### src/rtl/cpu_trace_monitor.sv
// Commit-trace monitor for the single-cycle core: counts cycles and retired
// instructions, captures register-file writes into a first-word-fall-through
// FIFO drained by a valid/ready consumer, and latches a halt when the PC
// sits on the same address for HALT_CYCLES consecutive active edges.
module cpu_trace_monitor #(
    parameter int unsigned XLEN        = 32,
    parameter int unsigned DEPTH       = 16,
    parameter int unsigned HALT_CYCLES = 8,
    parameter int unsigned CNT_W       = 32
) (
    input  logic             clk,
    input  logic             rst,
    input  logic             enable,
    input  logic [XLEN-1:0]  pc,
    input  logic             reg_write,
    input  logic [4:0]       rd_addr,
    input  logic [XLEN-1:0]  wr_data,
    output logic             trc_valid,
    input  logic             trc_ready,
    output logic [XLEN-1:0]  trc_pc,
    output logic [4:0]       trc_rd,
    output logic [XLEN-1:0]  trc_data,
    output logic [CNT_W-1:0] cycle_count,
    output logic [CNT_W-1:0] retire_count,
    output logic [CNT_W-1:0] drop_count,
    output logic             overflow,
    output logic             halted
);

    localparam int unsigned AW = $clog2(DEPTH);
    localparam int unsigned RW = $clog2(HALT_CYCLES + 1);
    localparam int unsigned EW = 2 * XLEN + 5;

    localparam logic [AW:0]      PtrOne = (AW + 1)'(1);
    localparam logic [RW-1:0]    RepOne = RW'(1);
    localparam logic [RW-1:0]    RepMax = RW'(HALT_CYCLES);
    localparam logic [CNT_W-1:0] CntOne = CNT_W'(1);
    localparam logic [CNT_W-1:0] CntMax = '1;

    logic [EW-1:0]    mem_q [DEPTH];
    logic [AW:0]      wptr_q, wptr_d;
    logic [AW:0]      rptr_q, rptr_d;
    logic [XLEN-1:0]  pc_q, pc_d;
    logic             pc_vld_q, pc_vld_d;
    logic [RW-1:0]    rep_q, rep_d;
    logic [CNT_W-1:0] cycle_q, cycle_d;
    logic [CNT_W-1:0] retire_q, retire_d;
    logic [CNT_W-1:0] drop_q, drop_d;
    logic             overflow_q, overflow_d;
    logic             halted_q, halted_d;

    logic fifo_empty, fifo_full;
    logic active, pop, capture, push, drop;
    logic [RW-1:0] rep_inc;

    // Pointers carry one extra wrap bit so full and empty are distinguishable.
    assign fifo_empty = (wptr_q == rptr_q);
    assign fifo_full  = (wptr_q[AW] != rptr_q[AW]) && (wptr_q[AW-1:0] == rptr_q[AW-1:0]);

    assign active  = enable && !halted_q;
    assign pop     = !fifo_empty && trc_ready;
    assign capture = active && reg_write && (rd_addr != 5'd0);
    // A pop on the same edge frees the slot a full FIFO needs.
    assign push    = capture && (!fifo_full || pop);
    assign drop    = capture && fifo_full && !pop;
    assign rep_inc = rep_q + RepOne;

    // Next-state for counters, PC tracking, halt detection and FIFO pointers.
    always_comb begin
        wptr_d     = wptr_q;
        rptr_d     = rptr_q;
        pc_d       = pc_q;
        pc_vld_d   = pc_vld_q;
        rep_d      = rep_q;
        cycle_d    = cycle_q;
        retire_d   = retire_q;
        drop_d     = drop_q;
        overflow_d = overflow_q;
        halted_d   = halted_q;

        if (pop) begin
            rptr_d = rptr_q + PtrOne;
        end
        if (push) begin
            wptr_d = wptr_q + PtrOne;
        end

        if (active) begin
            if (cycle_q != CntMax) begin
                cycle_d = cycle_q + CntOne;
            end
            if (retire_q != CntMax) begin
                retire_d = retire_q + CntOne;
            end
            pc_d     = pc;
            pc_vld_d = 1'b1;
            if (pc_vld_q && (pc == pc_q)) begin
                rep_d = rep_inc;
                if (rep_inc == RepMax) begin
                    halted_d = 1'b1;
                end
            end else begin
                rep_d = '0;
            end
            if (drop) begin
                overflow_d = 1'b1;
                if (drop_q != CntMax) begin
                    drop_d = drop_q + CntOne;
                end
            end
        end
    end

    // Control and counter state, cleared asynchronously.
    always_ff @(posedge clk or negedge rst) begin
        if (!rst) begin
            wptr_q     <= '0;
            rptr_q     <= '0;
            pc_q       <= '0;
            pc_vld_q   <= 1'b0;
            rep_q      <= '0;
            cycle_q    <= '0;
            retire_q   <= '0;
            drop_q     <= '0;
            overflow_q <= 1'b0;
            halted_q   <= 1'b0;
        end else begin
            wptr_q     <= wptr_d;
            rptr_q     <= rptr_d;
            pc_q       <= pc_d;
            pc_vld_q   <= pc_vld_d;
            rep_q      <= rep_d;
            cycle_q    <= cycle_d;
            retire_q   <= retire_d;
            drop_q     <= drop_d;
            overflow_q <= overflow_d;
            halted_q   <= halted_d;
        end
    end

    // Trace storage; contents are don't-care until the pointers say otherwise.
    always_ff @(posedge clk) begin
        if (push) begin
            mem_q[wptr_q[AW-1:0]] <= {pc, rd_addr, wr_data};
        end
    end

    assign trc_valid                   = !fifo_empty;
    assign {trc_pc, trc_rd, trc_data}  = mem_q[rptr_q[AW-1:0]];
    assign cycle_count                 = cycle_q;
    assign retire_count                = retire_q;
    assign drop_count                  = drop_q;
    assign overflow                    = overflow_q;
    assign halted                      = halted_q;

endmodule
### config.mk
export PLATFORM = sky130hd
export DESIGN_NAME = cpu_trace_monitor
export DESIGN_NICKNAME = d
export VERILOG_FILES = /design/src/rtl/cpu_trace_monitor.sv
export SDC_FILE = /design/constraint.sdc
export NUM_CORES = 1
export LEC_CHECK = 0
export CORE_UTILIZATION = 54
export CTS_CLUSTER_DIAMETER = 50
export DETAILED_ROUTE_END_ITERATION = 7
export PLACE_DENSITY = 0.77
export SLEW_MARGIN = 15
export SYNTH_ARGS = -nofsm -noshare
export SYNTH_HDL_FRONTEND = slang
export SYNTH_SLANG_ARGS = --single-unit
### constraint.sdc
create_clock -name clk -period 6.4 [get_ports clk]
set_input_delay 1.28 -clock clk [delete_from_list [all_inputs] [get_ports clk]]
set_output_delay 1.28 -clock clk [all_outputs]
set_load 0.05 [all_outputs]
-- After elaboration in Yosys (flattened, before gate mapping)
Memory sizes are Yosys's and may differ from the RTL's.
Cells that the tools add are included.
- register bits after elaboration: 145
- RAM bits: 1104
- bits of input ports: 74
- output and inout bits: 168
- memories: 1
- memories (name ; depth ; bits a word ; rd ports ; clocked after memory_dff ; wr ports ; RTL line ; source):
    mem_q ; 16 ; 69 ; 1 ; 0 ; 1 ; 40 ; logic [EW-1:0] mem_q [DEPTH];
- add/sub/neg operators: 6
- equal/unequal tests: 8
- mux-type cells: 3
- reduce and logical (&&, ||, !) cells: 20
- operators by type and width (kind ; count):
    $add 32x1->32 const B ; 3
    $ne 32x32->1 const B ; 3
    $eq 32x32->1 ; 1
    $add 5x1->5 const B ; 2
    $logic_and 1x1->1 ; 9
    $reduce_and 2->1 ; 3
    $reduce_and 3->1 ; 2
    $eq 5x5->1 ; 1
    $reduce_bool 5->1 ; 1
    $add 4x1->4 const B ; 1
    $eq 4x4->1 ; 1
    $eq 4x4->1 const B ; 1
    $logic_not 1->1 ; 4
    $mux 4 ; 1
    $mux 1 ; 2
    $logic_or 1x1->1 ; 1
    $ne 1x1->1 ; 1

-- Logic depth before layout (Yosys ltp)
- depth in word-level cells: 7
- mapped depth: 8

-- Worst setup path after synthesis
No wires, ideal clock.
- path type: input port to flip-flop
- start point: input enable
- end point: memory mem_q[3][0] (netlist name), enable pin
- setup time: 581 ps
- arrival: 7116 ps
- required time: 5819 ps
- path slack: -1296 ps
- cell stages on the path: 6
- path buffers: 1
- cells stage by stage: nor2b_1 buf_2 o311a_1 a21boi_1 nand2_1 nor3_1
- cells in the longest elaborated chain, start to end: 6
- ends and longest elaborated chain (what ; RTL line ; source):
    start, declared ; 13 ; input logic enable,
    $logic_and 1x1->1 ; 60 ; assign active = enable && !halted_q;
    $logic_and 1x1->1 (2 in series) ; 62 ; assign capture = active && reg_write && (rd_addr != 5'd0);
    $logic_and 1x1->1 ; 64 ; assign push = capture && (!fifo_full || pop);
    $mux 1 ; 143 ; if (push) begin
    $mux 1 (implied by the code) ; 144 ; mem_q[wptr_q[AW-1:0]] <= {pc, rd_addr, wr_data};
    end, declared ; 40 ;
Every way passes these cells.

-- Worst setup path after layout
- start point: register rptr_q[1]
- end point: output trc_pc[5]
- cells in the longest elaborated chain, start to end: 1
- ends and longest elaborated chain (what ; RTL line ; source):
    start, declared ; 42 ; logic [AW:0] rptr_q, rptr_d;
    start signal, assigned ; 129 ; rptr_q <= rptr_d;
    $mem_v2 16x69 ; - ;
    end, declared ; 20 ; output logic [XLEN-1:0] trc_pc,
Every way passes these cells.

==> out/qor.csv <==
metric,value,unit
CP required,5.12,ns
Placed Cells,3609,
syn nets,2327,
num rows,109,
Post-synth EDFFs,1104,
clk_skew,0.0229,ns
Syn-to-layout area delta,17.7,%
total CTS buffers,133,
worst hold path class,reg -> reg,
Leakage,18.6,nW
#FFs+latches synth,1249,
clock buffer depth,3,
postcts setup bufs,0,
Layout Cell Area excl Fill,56900,um^2
Worst-Margin Slew,1.19,ns
Tot GR Track Use,0.255,
area of the die,90800,um^2
peak supply drop,0.373,mV
commonest cells in the netlist,"edfxtp_1 (1,104), mux4_2 (345), dfrtp_1 (145), nand2_1 (140), xnor2_1 (102)",
hold buffers post-CTS,0,
Final setup viols,0,
I/O pins,242,
sequential-to-total area share from yosys stat,0.760,
storage element area,36800,um^2
share of cells above drive strength 1,0.236,
R2R cell count,7,
clock latency on the worst-skew pair,0.73,ns
Detailed Routing Iterations Pass 1,7,
post_cts resized,0,
"antenna viol nets, final",0,
RSZ-0062 raised after global routing,no,
hold depth,1,
Synth area leader,edfxtp_1,
Mapped Area,48400,um^2
Layout Cells excl Fill,3859,
starting DRC count in detailed routing,2533,
Post-Syn Instances,2243,
gpl congestion,0.854,
Vias/cell,6.25,
Fmax achieved,186,MHz
first-pass GRT wire length,166000,um
critical path arrival,4.10,ns
Final period util,0.841,
number of global-route vias before repair,25449,
top-area cell type share of the netlist area,0.685,
max cap viols,0,
Vias,24130,
Multi-input gate area,11300,um^2
CTS H-Tree Depth,4,
Final min period,5.38,ns
DRC Markers,36,
violated checks,design-rule violations,
Worst Path Max Fanout,54,
synthesized area per cell,21.6,um^2
die width,301,um
Sum Neg Setup Slack,0,ns
CP Capture Type,output port,
Synth warnings,0,
FILL cells,5556,
Max Slew Vio Count,0,
DIE HEIGHT,301,um
outcome,"complete, but fails checks",
clk sinks,1249,
Clock Tree Root,clkbuf_16,
post-placement setup slack,1.29,ns
nets@finish,2663,
wire per inst,29.4,um
Buffers on Ports,241,
final hold vios,0,
ys async rst share,0.116,
CP startpoint kind,flop,
post-layout util,0.643,
Core ar.,88500,um^2
CTS tree,yes,
placed inst area,52600,um^2
hpwl dp,59500,um
"top cells by area, synth","edfxtp_1 (69%), mux4_2 (16%), dfrtp_1 (7.5%), xnor2_1 (1.8%), nand2_1 (1.1%)",
largest net degree at the start of global routing,87,
most common cell in the netlist,edfxtp_1,
"Primary FF master, synth",edfxtp_1,
clk slew on worst S/H paths,0.06,ns
gr ovfl total,0,
worst setup margin,1.02,ns
initial core utilization,0.546,
post-synth cell types,42,
pwr/cell area,413,nW/um^2
initial antenna violation count,18,
Rel. slew slack,0.206,
Routed WL,114000,um
WS Path Type,reg -> out,
per-layer routing:
layer,global-route usage,up-vias,wire length (um)
met4,0.0834,22,3170
met3,0.0620,224,10900
li1,-,9936,-
met5,0,-,150
met2,0.425,1313,58100
met1,0.332,12635,41300
area by class of cell:
class / instances / share of cell area
repair buffers: 300 / 0.0537
well taps: 1165 / 0.0256
diodes: 7 / 0.000308
clock inverters: 79 / 0.0134
multi-input cells: 882 / 0.198
inverters: 13 / 0.000857
flip-flops and latches: 1249 / 0.646
clock buffers: 164 / 0.0616
path summary, 6_finish.rpt:
check	startpoint	end	slack [ns]
max in group asynchronous	rst	retire_count[23]	4.42
worst min-delay path	pc_vld_q	pc_vld_q	0.48
min in group asynchronous	rst	drop_count[19]	0.60
worst max-delay path	rptr_q[1]	trc_pc[5]	1.02
worst min register to register	pc_vld_q	pc_vld_q	0.48
worst max register to register	rptr_q[1]	mem_q[7][33]	2.02
state kept, by name, indices dropped and copies added (netlist names):
register and flops:
retire_count 32, mem_q 1104, rep_q 4, drop_count 32
overflow 1, pc_vld_q 1, halted 1, cycle_count 32
rptr_q 5, wptr_q 5, pc_q 32
report_power, final:
part | leakage (nW) | internal [mW] | switching (mW) | total (mW)
Sequential | 11.8 | 8.90 | 0.310 | 9.21
Clock | 2.07 | 4.25 | 3.25 | 7.50
Combinational | 4.70 | 3.04 | 3.78 | 6.83
through the flow:
step	hold WS [ns]	power [mW]
after floorplan	0.434	14.1
after global placement	0.450	16.1
final	0.475	23.5
after detailed placement	0.456	16.2
after CTS	0.477	23.7
after global routing	0.492	24.2
critical path: stages (launching register included):
cell	delay (ns)
dfrtp_4	1.02
buf_4	0.53
mux4_2	0.41
mux4_2	0.55
clkdlybuf4s50_1	0.80
logic make-up (layout without fill, tap and decap cells):
group / after synthesis / after routing / synth area share
flip-flops: 1249 / 1249 / 0.760
AO/OA/AOI/OAI: 18 / 18 / 0.00259
XOR/XNOR: 135 / 135 / 0.0244
buffers and inverters: 112 / 556 / 0.00936
AND/OR/NAND/NOR: 369 / 369 / 0.0388
multiplexers: 350 / 350 / 0.162
adder cells (fa/ha/maj): 10 / 10 / 0.00259
other: 0 / 7 / 0
placed cells by master, fill, tap and decap left out, types with 26 or more instances in the layout:
cell type	n
xnor2_1	102
nand4_1	48
mux4_2	345
clkbuf_16	134
xor2_1	33
nand2_1	140
clkdlybuf4s50_1	240
nand3_1	56
clkbuf_1	26
edfxtp_1	1104
dfrtp_1	141
buf_4	43
Note: power is estimated with default switching activity, not from simulation.
